`src/rtl/merge2_arb_pkg.sv`:
```
// rtl/merge2_arb_pkg.sv - shared NoC packet constants, packet type and merge FSM states
//
// Purpose: constants and types shared between the leaf decoder stages and
//          the two-to-one merge stage.
// Ports:   none (package).

package merge2_arb_pkg;

    // Packet width and address field position (address is carried, never inspected here).
    localparam int PKT_W   = 9;
    localparam int ADDR_HI = PKT_W - 1;
    localparam int ADDR_LO = PKT_W - 4;

    // Packet type shared with the decoder stages.
    typedef logic [PKT_W-1:0] pkt_t;

    // FSM encodings kept as plain constants so older flows can reference them directly.
    localparam logic [0:0] ST_IDLE = 1'b0;
    localparam logic [0:0] ST_SEND = 1'b1;

    typedef enum logic [0:0] {
        IDLE = ST_IDLE,
        SEND = ST_SEND
    } state_e;

endpackage

```
`src/rtl/merge2_arb_rr_arb2.sv`:
```
// rtl/merge2_arb_rr_arb2.sv - combinational two-input round-robin selector
//
// Purpose: picks one of two requesters; on a tie the one not granted last wins.
// Ports:
//   valid0, valid1 : request from input 0 / input 1
//   last_grant     : index granted most recently
//   sel            : chosen index (0 when nobody requests)
//   any_valid      : at least one request present

module rr_arb2 (
    input  logic valid0,
    input  logic valid1,
    input  logic last_grant,
    output logic sel,
    output logic any_valid
);

    always_comb begin
        any_valid = valid0 | valid1;
        if (valid0 && valid1) begin
            sel = ~last_grant;
        end else begin
            sel = valid1;
        end
    end

endmodule

```
`src/rtl/merge2_arb.sv`:
```
// rtl/merge2_arb.sv - two-to-one round-robin packet merge with grant side channel
//
// Purpose: merges packets from two upstream channels onto one output, reports
//          the winning input on a 1-bit grant channel and keeps saturating
//          per-input packet counters for debug.
// Ports:
//   clk, rst_n                      : clock, asynchronous active-low reset
//   in0_valid/in0_data/in0_ready    : upstream channel 0
//   in1_valid/in1_data/in1_ready    : upstream channel 1
//   out_valid/out_data/out_ready    : merged packet channel
//   g_valid/g_data/g_ready          : grant token (index of packet source)
//   cnt_clr                         : synchronous clear of both counters
//   cnt0, cnt1                      : saturating accepted-packet counters

module merge2_arb
    import merge2_arb_pkg::*;
#(
    parameter int W  = PKT_W,
    parameter int CW = 8
) (
    input  logic          clk,
    input  logic          rst_n,
    input  logic          in0_valid,
    input  logic [W-1:0]  in0_data,
    output logic          in0_ready,
    input  logic          in1_valid,
    input  logic [W-1:0]  in1_data,
    output logic          in1_ready,
    output logic          out_valid,
    output logic [W-1:0]  out_data,
    input  logic          out_ready,
    output logic          g_valid,
    output logic          g_data,
    input  logic          g_ready,
    input  logic          cnt_clr,
    output logic [CW-1:0] cnt0,
    output logic [CW-1:0] cnt1
);

    localparam logic [CW-1:0] CNT_MAX = {CW{1'b1}};

    state_e        state_q, state_d;
    logic          out_pend_q, out_pend_d;
    logic          g_pend_q, g_pend_d;
    logic [W-1:0]  out_data_q, out_data_d;
    logic          g_data_q, g_data_d;
    logic          last_grant_q, last_grant_d;
    logic [CW-1:0] cnt0_q, cnt0_d;
    logic [CW-1:0] cnt1_q, cnt1_d;

    logic sel;
    logic any_valid;
    logic in0_xfer;
    logic in1_xfer;
    logic accept;

    rr_arb2 u_rr_arb2 (
        .valid0     (in0_valid),
        .valid1     (in1_valid),
        .last_grant (last_grant_q),
        .sel        (sel),
        .any_valid  (any_valid)
    );

    // Ready is offered only to the winner in IDLE. Gating with rst_n keeps both
    // readies low for the whole reset window, not just after the first edge.
    always_comb begin
        accept    = rst_n && (state_q == IDLE) && any_valid;
        in0_ready = accept && !sel;
        in1_ready = accept && sel;
        in0_xfer  = in0_valid && in0_ready;
        in1_xfer  = in1_valid && in1_ready;
    end

    always_comb begin
        state_d      = state_q;
        out_pend_d   = out_pend_q;
        g_pend_d     = g_pend_q;
        out_data_d   = out_data_q;
        g_data_d     = g_data_q;
        last_grant_d = last_grant_q;

        case (state_q)
            IDLE: begin
                if (accept) begin
                    out_data_d   = sel ? in1_data : in0_data;
                    g_data_d     = sel;
                    last_grant_d = sel;
                    out_pend_d   = 1'b1;
                    g_pend_d     = 1'b1;
                    state_d      = SEND;
                end
            end
            SEND: begin
                // Output and grant drain independently; leave only once both are gone.
                out_pend_d = out_pend_q && !out_ready;
                g_pend_d   = g_pend_q && !g_ready;
                if (!out_pend_d && !g_pend_d) begin
                    state_d = IDLE;
                end
            end
            default: begin
                state_d = IDLE;
            end
        endcase
    end

    // Clear has priority over a same-cycle increment; counters stick at all-ones.
    always_comb begin
        cnt0_d = cnt0_q;
        cnt1_d = cnt1_q;
        if (cnt_clr) begin
            cnt0_d = '0;
            cnt1_d = '0;
        end else begin
            if (in0_xfer && (cnt0_q != CNT_MAX)) begin
                cnt0_d = cnt0_q + 1'b1;
            end
            if (in1_xfer && (cnt1_q != CNT_MAX)) begin
                cnt1_d = cnt1_q + 1'b1;
            end
        end
    end

    always_ff @(posedge clk or negedge rst_n) begin
        if (!rst_n) begin
            state_q      <= IDLE;
            out_pend_q   <= 1'b0;
            g_pend_q     <= 1'b0;
            out_data_q   <= '0;
            g_data_q     <= 1'b0;
            last_grant_q <= 1'b1;
            cnt0_q       <= '0;
            cnt1_q       <= '0;
        end else begin
            state_q      <= state_d;
            out_pend_q   <= out_pend_d;
            g_pend_q     <= g_pend_d;
            out_data_q   <= out_data_d;
            g_data_q     <= g_data_d;
            last_grant_q <= last_grant_d;
            cnt0_q       <= cnt0_d;
            cnt1_q       <= cnt1_d;
        end
    end

    always_comb begin
        out_valid = (state_q == SEND) && out_pend_q;
        g_valid   = (state_q == SEND) && g_pend_q;
        out_data  = out_data_q;
        g_data    = g_data_q;
        cnt0      = cnt0_q;
        cnt1      = cnt1_q;
    end

endmodule

```
`config.mk`:
```
export PLATFORM = sky130hd
export DESIGN_NAME = merge2_arb
export DESIGN_NICKNAME = d
export VERILOG_FILES = /design/src/rtl/merge2_arb_pkg.sv /design/src/rtl/merge2_arb_rr_arb2.sv /design/src/rtl/merge2_arb.sv
export SDC_FILE = /design/constraint.sdc
export NUM_CORES = 1
export LEC_CHECK = 0
export ABC_AREA = 1
export BUFFER_PORTS_ARGS = -buffer_cell sky130_fd_sc_hd__buf_2
export CAP_MARGIN = 20
export CORE_MARGIN = 10
export CORE_UTILIZATION = 54
export DETAILED_ROUTE_END_ITERATION = 8
export PLACE_DENSITY = 0.84
export SYNTH_ARGS = -nofsm -noshare
export SYNTH_HDL_FRONTEND = slang
export SYNTH_SLANG_ARGS = --single-unit
export TNS_END_PERCENT = 10
```
`constraint.sdc`:
```
create_clock -name clk -period 2.3 [get_ports clk]
set_input_delay 0.46 -clock clk [delete_from_list [all_inputs] [get_ports clk]]
set_output_delay 0.46 -clock clk [all_outputs]
set_load 0.02 [all_outputs]
```
## Word-level counts from Yosys, hierarchy flattened

Cells that the tools add are included.

| cells by class | value |
|---|---|
| add/subtract/negate cells | 2 |
| equal/unequal tests | 3 |
| muxes and demuxes | 12 |
| bitwise logic cells | 3 |
| reductions and logical operators | 22 |

Operators with widths:

| kind | number |
|---|---|
| $mux 8 | 4 |
| $add 8x1->8 const B | 2 |
| $ne 8x8->1 const B | 2 |
| $logic_and 1x1->1 | 14 |
| $mux 9 | 1 |
| $pmux 1 s2 | 3 |
| $logic_not 1->1 | 5 |
| $mux 1 | 4 |
| $reduce_bool 2->1 | 2 |
| $ne 2x2->1 const B | 1 |
| $not 1->1 | 2 |
| $reduce_and 2->1 | 1 |
| $or 1x1->1 | 1 |

| storage, ports and cells | value |
|---|---|
| register bits after elaboration | 30 |
| input port bits | 25 |
| logic and storage cells | 50 |

## Logic depth before layout (Yosys ltp)

| depth | value |
|---|---|
| word-level depth | 8 |
| mapped depth | 9 |
| gate-level depth less buffers | 9 |

## By module

A second synthesis with hierarchy kept.

| unflattened totals | value |
|---|---|
| cells, all modules | 219 |
| area total of the unflattened synthesis | 1637.8 um^2 |

By module, submodules not included:

| module | times used | cells an instance | area each (um^2) | sequential area each (um^2) |
|---|---|---|---|---|
| merge2_arb | 1 | 216 | 1622.8 | 752.0 |
| rr_arb2 | 1 | 3 | 15.0 | 0.0 |

## Least setup slack after synthesis

Ideal clock, no wire load.

| timing path | value |
|---|---|
| path kind | flip-flop to output port |
| from | reg last_grant_q |
| to | out in0_ready |
| arrival | 1.054 ns |
| required time | 1.840 ns |
| slack | 0.786 ns |
| cell stages (with the launch flop) | 6 |
| cell sequence | dfstp_2 > nand2_1 > nand2_2 > inv_4 > nor2_8 > buf_6 |

| between the ends | value |
|---|---|
| longest elaborated chain between the ends | 4 |

RTL lines:

| element | RTL line | text |
|---|---|---|
| from (decl) | merge2_arb.sv:47 | `logic last_grant_q, last_grant_d;` |
| from (signal assigned) | merge2_arb.sv:141 | `last_grant_q <= last_grant_d;` |
| $not 1->1 | merge2_arb_rr_arb2.sv:21 | `sel = ~last_grant;` |
| $mux 1 | merge2_arb_rr_arb2.sv:20 | `if (valid0 && valid1) begin` |
| $logic_not 1->1 | merge2_arb.sv:69 | `in0_ready = accept && !sel;` |
| $logic_and 1x1->1 | merge2_arb.sv:69 |  |
| to (decl) | merge2_arb.sv:25 | `output logic in0_ready,` |

No other way between the ends.

## Final worst setup path

Ends and elaborated chain as after synthesis.

==> results by group <==
Yosys
  – Synth Area in Simple Gates: 0.411
  – Mapped cell area: 0.00173 mm^2
  – Synth unique cells: 24
  – Synth Area in Adders: 0.0145
  – Synth Area in Compound Gates: 0.0413
  – Sequential share of the synthesized area: 0.436
  – #FFs+latches synth: 30
  – Mux contribution to synthesized area: 0
  – Post-Synth XOR/XNOR Area: 0.0101
  – Main combinational cell family by area after synthesis: simple AND/OR/NAND/NOR gates
  – Synthesis Warnings: 0
  – Syn_nets: 260
  – Mean Syn Cell Area: ~7.4 um^2
  – Post-Syn Instances: 233

Die
  – # IOs: 55
  – Die ar.: ~0.0059 mm^2
  – Die width: ~77 um
  – Core Region: about 0.0031 mm^2
  – Die Ht: 76.5 um
  – # rows: 20
  – Initial Util: 0.566

STA
  – Fin Hold WS: 163 ps
  – Slew headroom: 0.713
  – Setup TNS: 0 ps
  – RSZ-0062 raised after global routing: no
  – Clock Skew: 5.62 ps
  – Worst Max-Slew Pin Slew: ~430 ps
  – Setup violations, final: 0
  – Achievable Freq: just under 0.5 GHz
  – Period utilization: 0.879
  – Crit path time final: 2020 ps
  – Final hold viol count: 0
  – Pins over their slew limit: 0

Global routing
  – Initial antenna violation count: 0
  – Largest net degree at the start of global routing: 32
  – Vias in the first global route: 1,563
  – GR Overflow Total: 0
  – Global-route usage over all layers: 0.144
  – First-pass GRT wire length: 7.09 mm

Placed design
  – HPWL Detailed: around 3.2 mm
  – Final GP Congestion: 0.840
  – IO Port Bufs: 54

Route
  – DRT iter0 DRCs: about 100
  – Drc violations: 0
  – Drt wl/cell: 12.6 um
  – Total wire length: 4.21 mm
  – Via count: approximately 1,700
  – Vias/cell: 4.96
  – DR pass1 iterations: 4
  – Post-DRT Antenna Nets: 0

Pwr
  – Clk pwr share: 0.222
  – Sequential power share: 0.419
  – Worst VDD drop: 702 uV
  – Cell-internal power: 1090 uW
  – Logic pwr share: 0.359
  – Static leakage: 0.00118 uW
  – Sw Ratio: 0.391
  – P_sw: between 600 and 700 uW
  – Pwr dens: around 850 mW/mm^2

Setup path
  – Data required, critical path: 1840 ps
  – Slowest stage cell, crit path: dfstp_2
  – CP arrival: between 1500 and 2000 ps
  – Crit-path cells: nand2_1 > nand2_2 > inv_4 > nor2_8 > buf_2
  – Bufs and invs on worst path: 2
  – CP startpoint kind: register
  – Top delay family on crit path: flip-flops
  – Slowest stage delay, CP: 540 ps
  – Critical path peak fanout: 12
  – Critical Path End Type: output port
  – Setup CP Type: reg -> out

Run status
  – Outcome: finished, final reports clean

Clock tree
  – CTS H-tree depth: 2
  – Post-CTS Setup Bufs: 0
  – Number of clock sinks: 30
  – Clock-pin slew on the worst setup and hold paths: 100 ps
  – Clk root buf: clkbuf_4
  – CTS buffer count: 5
  – Clock tree buffer depth: 2
  – Cts repair resizes: 0
  – Hold_buf cts: 0
  – CTS tree: done
  – Worst-skew pair later-pin latency: 330 ps

Layout
  – Share of layout cells above drive strength 1: 0.275
  – Area grow syn2layout: 21.3%
  – # nets final: roughly 320
  – Fill cell count: 288
  – Ant diodes: 0

Run
  – Max-cap violations: 0

Worst hold path
  – Hold crit path type: in -> async
-- power by group through the flow --
stage	logic (uW)	clock network, uW	registers [uW]
2_1_floorplan	317	0	871
3_3_place_gp	638	0	755
3_5_place_dp	649	0	755
4_1_cts	650	406	747
5_1_grt	704	428	769
6_report	640	395	748
-- stage by stage --
| step | instances | total power (uW) | util | instance area (um^2) | setup slack, ps |
|---|---|---|---|---|---|
| after floorplan | 233 | 1190 | - | 1730 | 786 |
| after global placement | 327 | 1390 | 0.660 | 2020 | 488 |
| after detailed placement | 327 | 1400 | 0.660 | 2020 | 468 |
| after CTS | 335 | 1800 | 0.686 | 2090 | 259 |
| after global routing | 335 | 1900 | 0.686 | 2090 | 172 |
| final | 335 | 1780 | 0.686 | 2090 | 279 |
-- sequential cells by signal, indices dropped and copies added, names as in the netlist --
name and count:
g_data 1, out_pend_q 1, out_data 9, last_grant_q 1
cnt0 8, cnt1 8, g_pend_q 1, state_q 1
-- worst reg2reg max path: cells and delay by family (launching register included) --
kind	cells	cell delay, ps
fa+ha+maj	1	210
compound gates	1	120
simple gates	4	460
flops	1	440
buf+inv	1	150
-- metal layers --
metal	vias to the layer above	part of all wire	track usage
met5	-	0	0
met4	0	0.013	0.0539
met3	5	0.044	0.0542
met2	29	0.52	0.241
met1	782	0.42	0.162
li1	847	-	-
-- cell families (layout without fill, tap and decap cells) --
logic type / count (synthesis) / count (layout)
AOI/OAI and AO/OA: 13 / 13
xor gates and xnor gates: 2 / 2
and+or+nand+nor: 153 / 153
buffers and inverters: 33 / 91
adders and majority gates: 2 / 2
DFF: 30 / 30
-- layout by cell type, fill, tap and decap left out, types with 3 or more instances in the layout --
cell type  count
clkbuf_4       5
nand2_4        3
nand3_1       37
o21ai_1        5
inv_1         25
clkbuf_8       3
buf_2         54
o21ai_0        4
nor2_1        24
nand2_1       79
nand2_2        3
dfrtp_1       29
-- final timing paths --
path	start	to	slack (ps)	depth (start not counted)
worst min-delay path	rst_n	cnt0[0]	160	2
worst max-delay path	last_grant_q	in0_ready	280	5
max in group asynchronous	rst_n	last_grant_q	1820	2
worst min register to register	out_data[8]	out_data[8]	500	2
min in group clk	in0_data[6]	out_data[6]	330	3
worst max register to register	cnt0[0]	cnt0[3]	850	7
-- final cells by class --
type                       instances  area [um^2]  share of cell area
multi-input combinational        170          823               0.393
sequential                        30          752               0.359
timing repair buffer              55          278               0.133
inverter                          28          108              0.0514
clock buffer                       8         78.8              0.0376
tap                               44         55.1              0.0263
-- synthesized netlist by cell type (all sizes together) --
cell type	n	area, um^2
inv	28	108
a21oi	2	10.0
buf	5	43.8
dfstp	1	26.3
o21ai	10	53.8
a22oi	1	7.51
nand3	39	213
nor3	1	5.00
nor2	28	143
xor2	2	17.5
nand2	85	349
dfrtp	29	726
ha	2	25.0
Note: power is estimated with default switching activity, not from simulation.
